[src/rtl/mig_addr_drain.sv]
// mig_addr_drain: queries the hot-address CAM, snapshots its contents during
// the one-cycle query-ready window, and streams the non-empty entries out in
// descending index order to the page-migration engine.
module mig_addr_drain #(
  parameter int NUM_ENTRY  = 25,
  parameter int INDEX_SIZE = 5,
  parameter int ADDR_SIZE  = 22,
  parameter int PERIOD_W   = 32,
  parameter int TIMEOUT    = 8
) (
  input  logic                                clk,
  input  logic                                rst_n,
  input  logic                                cfg_enable,
  input  logic [PERIOD_W-1:0]                 cfg_period,
  input  logic                                sw_trigger,
  output logic                                query_en,
  input  logic                                query_ready,
  input  logic [NUM_ENTRY-1:0][ADDR_SIZE-1:0] snap_addr,
  output logic                                mig_valid,
  output logic [ADDR_SIZE-1:0]                mig_addr,
  output logic [INDEX_SIZE-1:0]               mig_index,
  output logic                                mig_last,
  input  logic                                mig_ready,
  output logic                                busy,
  output logic [15:0]                         stat_queries,
  output logic [15:0]                         stat_sent,
  output logic [7:0]                          stat_timeouts
);

  localparam int TO_W = (TIMEOUT > 1) ? $clog2(TIMEOUT) : 1;

  localparam logic [1:0] ST_IDLE  = 2'd0;
  localparam logic [1:0] ST_ISSUE = 2'd1;
  localparam logic [1:0] ST_WAIT  = 2'd2;
  localparam logic [1:0] ST_DRAIN = 2'd3;

  logic [1:0]                          state_q, state_d;
  logic                                pending_q, pending_d;
  logic [PERIOD_W-1:0]                 timer_q, timer_d;
  logic [TO_W-1:0]                     wait_cnt_q, wait_cnt_d;
  logic [INDEX_SIZE-1:0]               ptr_q, ptr_d;
  logic [NUM_ENTRY-1:0][ADDR_SIZE-1:0] snap_q, snap_d;
  logic [NUM_ENTRY-1:0]                mask_q, mask_d;
  logic [15:0]                         queries_q, queries_d;
  logic [15:0]                         sent_q, sent_d;
  logic [7:0]                          timeouts_q, timeouts_d;

  logic                                timer_en;
  logic                                timer_hit;
  logic [NUM_ENTRY-1:0]                cap_mask;
  logic                                lower_any;

  // Period timer: free-runs while enabled, wraps at cfg_period-1 and raises a request.
  always_comb begin
    timer_en  = cfg_enable && (cfg_period != '0);
    timer_hit = timer_en && (timer_q >= (cfg_period - PERIOD_W'(1)));
    if (!timer_en || timer_hit) begin
      timer_d = '0;
    end else begin
      timer_d = timer_q + PERIOD_W'(1);
    end
  end

  // Occupancy mask of the live CAM snapshot, and whether any valid entry sits below ptr.
  always_comb begin
    cap_mask  = '0;
    lower_any = 1'b0;
    for (int i = 0; i < NUM_ENTRY; i++) begin
      cap_mask[i] = (snap_addr[i] != '0);
      if (INDEX_SIZE'(i) < ptr_q) begin
        lower_any = lower_any | mask_q[i];
      end
    end
  end

  // Stream outputs come straight from the private snapshot at the current pointer.
  always_comb begin
    query_en      = (state_q == ST_ISSUE);
    busy          = (state_q != ST_IDLE);
    mig_valid     = (state_q == ST_DRAIN) && mask_q[ptr_q];
    mig_addr      = mig_valid ? snap_q[ptr_q] : '0;
    mig_index     = mig_valid ? ptr_q : '0;
    mig_last      = mig_valid && !lower_any;
    stat_queries  = queries_q;
    stat_sent     = sent_q;
    stat_timeouts = timeouts_q;
  end

  // Query sequencing, snapshot capture and descending drain walk.
  always_comb begin
    state_d    = state_q;
    pending_d  = pending_q | sw_trigger | timer_hit;
    wait_cnt_d = wait_cnt_q;
    ptr_d      = ptr_q;
    snap_d     = snap_q;
    mask_d     = mask_q;
    queries_d  = queries_q;
    sent_d     = sent_q;
    timeouts_d = timeouts_q;
    case (state_q)
      ST_IDLE: begin
        if (pending_q) begin
          state_d   = ST_ISSUE;
          pending_d = sw_trigger | timer_hit;
        end
      end
      ST_ISSUE: begin
        state_d    = ST_WAIT;
        wait_cnt_d = '0;
      end
      ST_WAIT: begin
        if (query_ready) begin
          snap_d    = snap_addr;
          mask_d    = cap_mask;
          ptr_d     = INDEX_SIZE'(NUM_ENTRY - 1);
          queries_d = queries_q + 16'd1;
          state_d   = (cap_mask != '0) ? ST_DRAIN : ST_IDLE;
        end else if (wait_cnt_q == TO_W'(TIMEOUT - 1)) begin
          state_d = ST_IDLE;
          if (timeouts_q != 8'hFF) begin
            timeouts_d = timeouts_q + 8'd1;
          end
        end else begin
          wait_cnt_d = wait_cnt_q + TO_W'(1);
        end
      end
      ST_DRAIN: begin
        if (!mask_q[ptr_q]) begin
          if (ptr_q == '0) begin
            state_d = ST_IDLE;
          end else begin
            ptr_d = ptr_q - INDEX_SIZE'(1);
          end
        end else if (mig_ready) begin
          sent_d = sent_q + 16'd1;
          if (mig_last) begin
            state_d = ST_IDLE;
          end else begin
            ptr_d = ptr_q - INDEX_SIZE'(1);
          end
        end
      end
      default: begin
        state_d = ST_IDLE;
      end
    endcase
  end

  // State registers with synchronous active-low reset.
  always_ff @(posedge clk) begin
    if (!rst_n) begin
      state_q    <= ST_IDLE;
      pending_q  <= 1'b0;
      timer_q    <= '0;
      wait_cnt_q <= '0;
      ptr_q      <= '0;
      snap_q     <= '0;
      mask_q     <= '0;
      queries_q  <= '0;
      sent_q     <= '0;
      timeouts_q <= '0;
    end else begin
      state_q    <= state_d;
      pending_q  <= pending_d;
      timer_q    <= timer_d;
      wait_cnt_q <= wait_cnt_d;
      ptr_q      <= ptr_d;
      snap_q     <= snap_d;
      mask_q     <= mask_d;
      queries_q  <= queries_d;
      sent_q     <= sent_d;
      timeouts_q <= timeouts_d;
    end
  end

endmodule

[config.mk]
export PLATFORM = sky130hd
export DESIGN_NAME = mig_addr_drain
export DESIGN_NICKNAME = d
export VERILOG_FILES = /design/src/rtl/mig_addr_drain.sv
export SDC_FILE = /design/constraint.sdc
export NUM_CORES = 2
export LEC_CHECK = 0
export ABC_CLOCK_PERIOD_IN_PS = 4720
export BUFFER_PORTS_ARGS = -buffer_cell sky130_fd_sc_hd__buf_4
export CORE_MARGIN = 8
export CORE_UTILIZATION = 50
export CTS_CLUSTER_DIAMETER = 200
export DETAILED_ROUTE_END_ITERATION = 8
export PLACE_DENSITY = 0.77
export SLEW_MARGIN = 0
export SYNTH_ARGS = -nofsm -noshare
export SYNTH_HDL_FRONTEND = slang
export SYNTH_SLANG_ARGS = --single-unit
[constraint.sdc]
create_clock -name clk -period 4.72 [get_ports clk]
set_input_delay 1.416 -clock clk [delete_from_list [all_inputs] [get_ports clk]]
set_output_delay 1.416 -clock clk [all_outputs]
set_load 0.005 [all_outputs]
* Yosys cells after proc, flatten, opt, wreduce, memory -nomap -nowiden *
Cells that the tools add are included.

word-level totals
  input bits = 588
  logic and storage cells = 209
  bits in registers = 658
  output and inout port bits = 71

cells by class
  reduce and logical (&&, ||, !) cells = 46
  muxes and demuxes = 51
  magnitude comparators = 27
  add/sub/neg operators = 7
  bitwise logic cells = 29
  equality and inequality tests = 15

operators with widths
  kind                     count
  $reduce_bool A22 Y1      25
  $bmux W22 S5             1
  $lt A5 B5 Y1 const A     9
  $mux W22                 2
  $lt A4 B5 Y1 const A     8
  $add A16 B1 Y16 const B  2
  $add A32 B1 Y32 const B  1
  $ge A32 B32 Y1           1
  $reduce_bool A32 Y1      1
  $sub A32 B1 Y32 const B  1
  $mux W5                  6
  $mux W1                  28
  $or A1 B1 Y1             27
  $reduce_bool A25 Y1      1
  $lt A3 B5 Y1 const A     4
  $mux W2                  8
  $ne A3 B3 Y1 const B     5
  $lt A1 B5 Y1 const A     2
  $lt A2 B5 Y1 const A     2
  $pmux W5 S2              1
  $reduce_and A5 Y1        2
  $add A8 B1 Y8 const B    1
  $ne A2 B2 Y1 const B     4
  $ne A8 B8 Y1 const B     1
  other kinds (22)         32

* Logic depth before layout (Yosys ltp) *
  depth in word-level cells = 56
  gate-level depth with buffers = 16
  gate-level depth less buffers = 14

* Worst setup path before layout *
No wires, ideal clock.

  path kind = input-to-reg
  from = in cfg_period[4]
  to = reg timer_q[10]
  setup time = 0.132 ns
  path slack = -0.248 ns
  path buffers = 1
  required time = 4.588 ns
  arrival time = 4.836 ns
  stages = 13
  cells stage by stage = or4_1 > or3_4 > nor4_4 > nand2_1 > or4_1 > xor2_1 > ha_1 > nand4_1 > a211oi_1 > o21ai_0 > a211oi_1 > clkbuf_1 > nor3_1

between the ends
  cells in the longest elaborated chain, start to end = 5
  elaborated cells on any way between the ends = 8
  classes of those cells = add/sub (1); order compare (1); reduce/logical (6)

RTL lines
  item                                                            line    source
  start: declaration                                              14      input logic [PERIOD_W-1:0] cfg_period,
  $sub A32 B1 Y32 / $reduce_bool A32 Y1 (equally long branches)   56, 55
  $ge A32 B32 Y1 / $logic_and A1 B1 Y1 (equally long branches)    56, 55
  $logic_and A1 B1 Y1 / $logic_not A1 Y1 (equally long branches)  56, 57
  $logic_or A1 B1 Y1 (*)                                          57      if (!timer_en || timer_hit) begin
  $reduce_or A2 Y1 (no line) (*)                                  --
  end signal: assignment                                          165     timer_q <= timer_d;
  end: declaration                                                39      logic [PERIOD_W-1:0] timer_q, timer_d;

Every way passes the cells marked *; elsewhere a longest branch is shown, timed or not.
A chain may end at the register's enable or synchronous reset.

* Final worst setup path *
  from = reg ptr_q[0]
  to = out mig_addr[6]

between the ends
  cells in the longest elaborated chain, start to end = 4
  elaborated cells on any way between the ends = 6
  classes of those cells = mux (5); reduce/logical (1)

RTL lines
  item                           line  source
  start: declaration             41    logic [INDEX_SIZE-1:0] ptr_q, ptr_d;
  start signal: assignment       167   ptr_q <= ptr_d;
  $bmux W1 S5                    80    mig_valid = (state_q == ST_DRAIN) && mask_q[ptr_q];
  $mux W1 (not written as such)  80
  $logic_and A1 B1 Y1            80
  $mux W22 (*)                   81    mig_addr = mig_valid ? snap_q[ptr_q] : '0;
  end: declaration               20    output logic [ADDR_SIZE-1:0] mig_addr,

Every way passes the cells marked *; elsewhere a longest branch is shown, timed or not. The select of a mux whose other input is x is not followed.

==> impl_metrics.py <==
metrics = {
    "pwr": {
        "power.leakage_nw": 14.1,
        "p_per_area_nw_per_um2": 371,
        "peakVddDrop_mv": 0.273,
        "totalPowerFinal_w": 0.0145,
    },
    "synthesis": {
        "syn_inst": 3757,
        "synth_compound_area_frac": 0.126,
        "yosysSeqAreaShare": 0.428,
        "avgSynthCellArea_um2": 8.20,
        "yosysWarnings": 0,
        "synth_top_area_frac": 0.428,
        "ys_types": 62,
        "ys_async_sr_fraction": 0,
        "ys.flop_type": "dfxtp_1",
        "syn-cell-area_um2": 30800,
        "netlist_top_cells_area": "dfxtp_1 43%, nand2_1 15%, mux4_2 11%",
        "synthSimpleGateAreaFrac": 0.244,
        "synth_edf_count": 0,
        "synth.area.mux_share": 0.118,
        "synth_xor_area_frac": 0.0259,
        "synth_top_family_by_area": "simple AND/OR/NAND/NOR gates",
        "synth_seq_cells": 658,
        "synth_fp_nets": 4393,
        "synth.largest_area_cell": "dfxtp_1",
        "synth_common_cells": "1,229 x nand2_1, 658 x dfxtp_1, 589 x a21oi_1",
        "synth.most_common_cell": "nand2_1",
        "synth_adder_area_share": 0.0198,
    },
    "route": {
        "wl_per_cell_um": 23.9,
        "dr.pass1.iters": 9,
        "viasPerCell": 6.05,
        "drtAntennaViolNets": 0,
        "finalWirelength_um": 123000,
        "vias": 31100,
        "drc": 0,
        "drt-initial-drc-count": 3733,
    },
    "global_routing": {
        "grt_pass1_vias": 30100,
        "grt_pass1_wl_um": 181000,
        "grt_util_all_layers": 0.334,
        "grt_max_degree": 165,
        "overflow": 0,
        "antenna_found_initial": 1,
    },
    "floorplan": {
        "die_area_um2": 69800,
        "die_w_um": 264,
        "coreArea_um2": 61300,
        "rows": 91,
        "ios": 659,
        "start_util": 0.503,
        "die_h_um": 264,
    },
    "layout": {
        "area_growth_pct": 27.1,
        "antenna_cells": 0,
        "final-seq-area_um2": 13200,
        "fill_cells": 5388,
        "multi_input_area_um2": 16500,
        "drive_above_1_share": 0.238,
        "nets": 4943,
        "finish.utilization": 0.639,
        "fin_cells": 5150,
    },
    "cts": {
        "numCtsBuffers": 71,
        "path_clk_slew_ps": 60,
        "clockRootBuffer": "clkbuf_16",
        "clock-sinks": 658,
        "cts_buffer_depth": 3,
        "cts_hold_buf": 0,
        "htreeDepth": 3,
        "clock_latency_ps": 610,
        "cts_tree": "done",
    },
    "worst_setup_path": {
        "cp_max_fo": 24,
        "critPathArrivalTime_ps": 3240,
        "setup.worst_path.class": "register to output pin",
        "cpPeakStageDelay_ps": 560,
        "worstPathCellList": "buf_6 > clkbuf_16 > mux4_2 > nand2_1 > a31oi_1 > o21ai_0 > a211oi_1 > buf_4",
        "crit_path_start_kind": "register",
        "slowest_stage": "mux4_2",
        "endpoint_kind": "output pin",
        "cp.required_ps": 3300,
    },
    "job": {
        "drv_cap": 0,
    },
    "timing": {
        "max_freq_ghz": 0.215,
        "tightest_slew_ps": 982,
        "fin_skew_ps": 31.9,
        "fin_crit_sh": 0.987,
        "slew_headroom": 0.345,
        "hold_viol": 0,
        "setup_viol": 0,
        "maxSlewViolCount": 0,
        "min_period_ps": 4660,
        "rsz0062_at_grt": "no",
        "setup_ws_ps": 62.3,
        "fin_setup_tns_ps": 0,
    },
    "placed_design": {
        "hpwlAfterDp_um": 93500,
        "place_inst": 5021,
        "portBuffers": 658,
        "place.gp.congestion": 0.947,
        "dp_slack_ps": -245,
    },
    "worst_hold_path": {
        "hold_class": "register to register",
    },
    "outcome": {
        "status": "finished clean",
    },
}
-- worst max-delay path, delay by kind of cell (launching register included) --
family	cells	cell delay [ps]
compound gates	3	680
buf+inv	3	690
flops	1	520
mux	1	560
simple gates	1	140
-- stage by stage --
stage / hold slack (ps) / instance area [um2]
after global placement: 439 / 36600
after detailed placement: 444 / 36600
after floorplan: 433 / 30800
after CTS: 452 / 39100
after global routing: 465 / 39100
final: 452 / 39100
-- per-layer routing --
| layer | vias up | GRT usage | wire length [um] |
|---|---|---|---|
| li1 | 14200 | - | - |
| met1 | 14800 | 0.421 | 47100 |
| met2 | 1789 | 0.543 | 58000 |
| met3 | 345 | 0.0560 | 10700 |
| met4 | 2 | 0.182 | 7430 |
| met5 | - | 0 | 13 |
-- registers in the layout, summed over array words and instances, names as in the netlist --
register,flops
ptr_q,5
wait_cnt_q,3
pending_q,1
state_q,2
timer_q,32
stat_timeouts,8
stat_sent,16
mask_q,25
snap_q,550
stat_queries,16
-- report_power, final --
part | total, W | switching (W) | internal [W] | leakage [nW]
Clock | 0.00585 | 0.00233 | 0.00353 | 1.20
Sequential | 0.00623 | 0.000277 | 0.00595 | 5.31
Combinational | 0.00242 | 0.00145 | 0.000970 | 7.56
-- final cells by class --
cell class                 instances  share of cell area
multi-input combinational       2801               0.422
clock buffer                     108              0.0558
sequential                       658               0.337
tap                              790              0.0253
clock inverter                    18             0.00675
inverter                          28             0.00288
timing repair buffer             747               0.151
-- what timing repair did --
action	CTS	global route
cloned	0	1
resized for setup	7	1
buffers inserted	0	2
endpoints found under the setup margin	7	13
-- cells in the final DEF (no fill, tap or decap), drive strengths merged, types with 57 or more instances in the layout --
cell type / n
nand2: 1229
buf: 746
dfxtp: 658
a21oi: 590
nor4: 152
mux4: 145
nor2: 129
clkbuf: 109
nor3: 95
xnor2: 57
-- final timing paths --
path | startpoint | end | slack [ps] | depth (start not counted)
hold reg to reg | snap_q[299]$_SDFFE_PN0P_ | snap_q[299]$_SDFFE_PN0P_ | 450 | 2
setup reg to reg | ptr_q[1]$_SDFFE_PN0P_ | state_q[1]$_SDFFE_PN0P_ | 1520 | 9
setup / recovery | ptr_q[0]$_SDFFE_PN0P_ | mig_addr[6] | 60 | 8
hold / removal | snap_q[299]$_SDFFE_PN0P_ | snap_q[299]$_SDFFE_PN0P_ | 450 | 2
-- cell families (layout without fill, tap and decap cells) --
logic type | after synthesis | in the layout
compound gates | 717 | 717
fa+ha+maj | 49 | 49
flops | 658 | 658
mux | 183 | 183
simple gates | 1761 | 1761
xor+xnor | 91 | 91
buf+inv | 298 | 901
(Power assumes the default switching activity.)
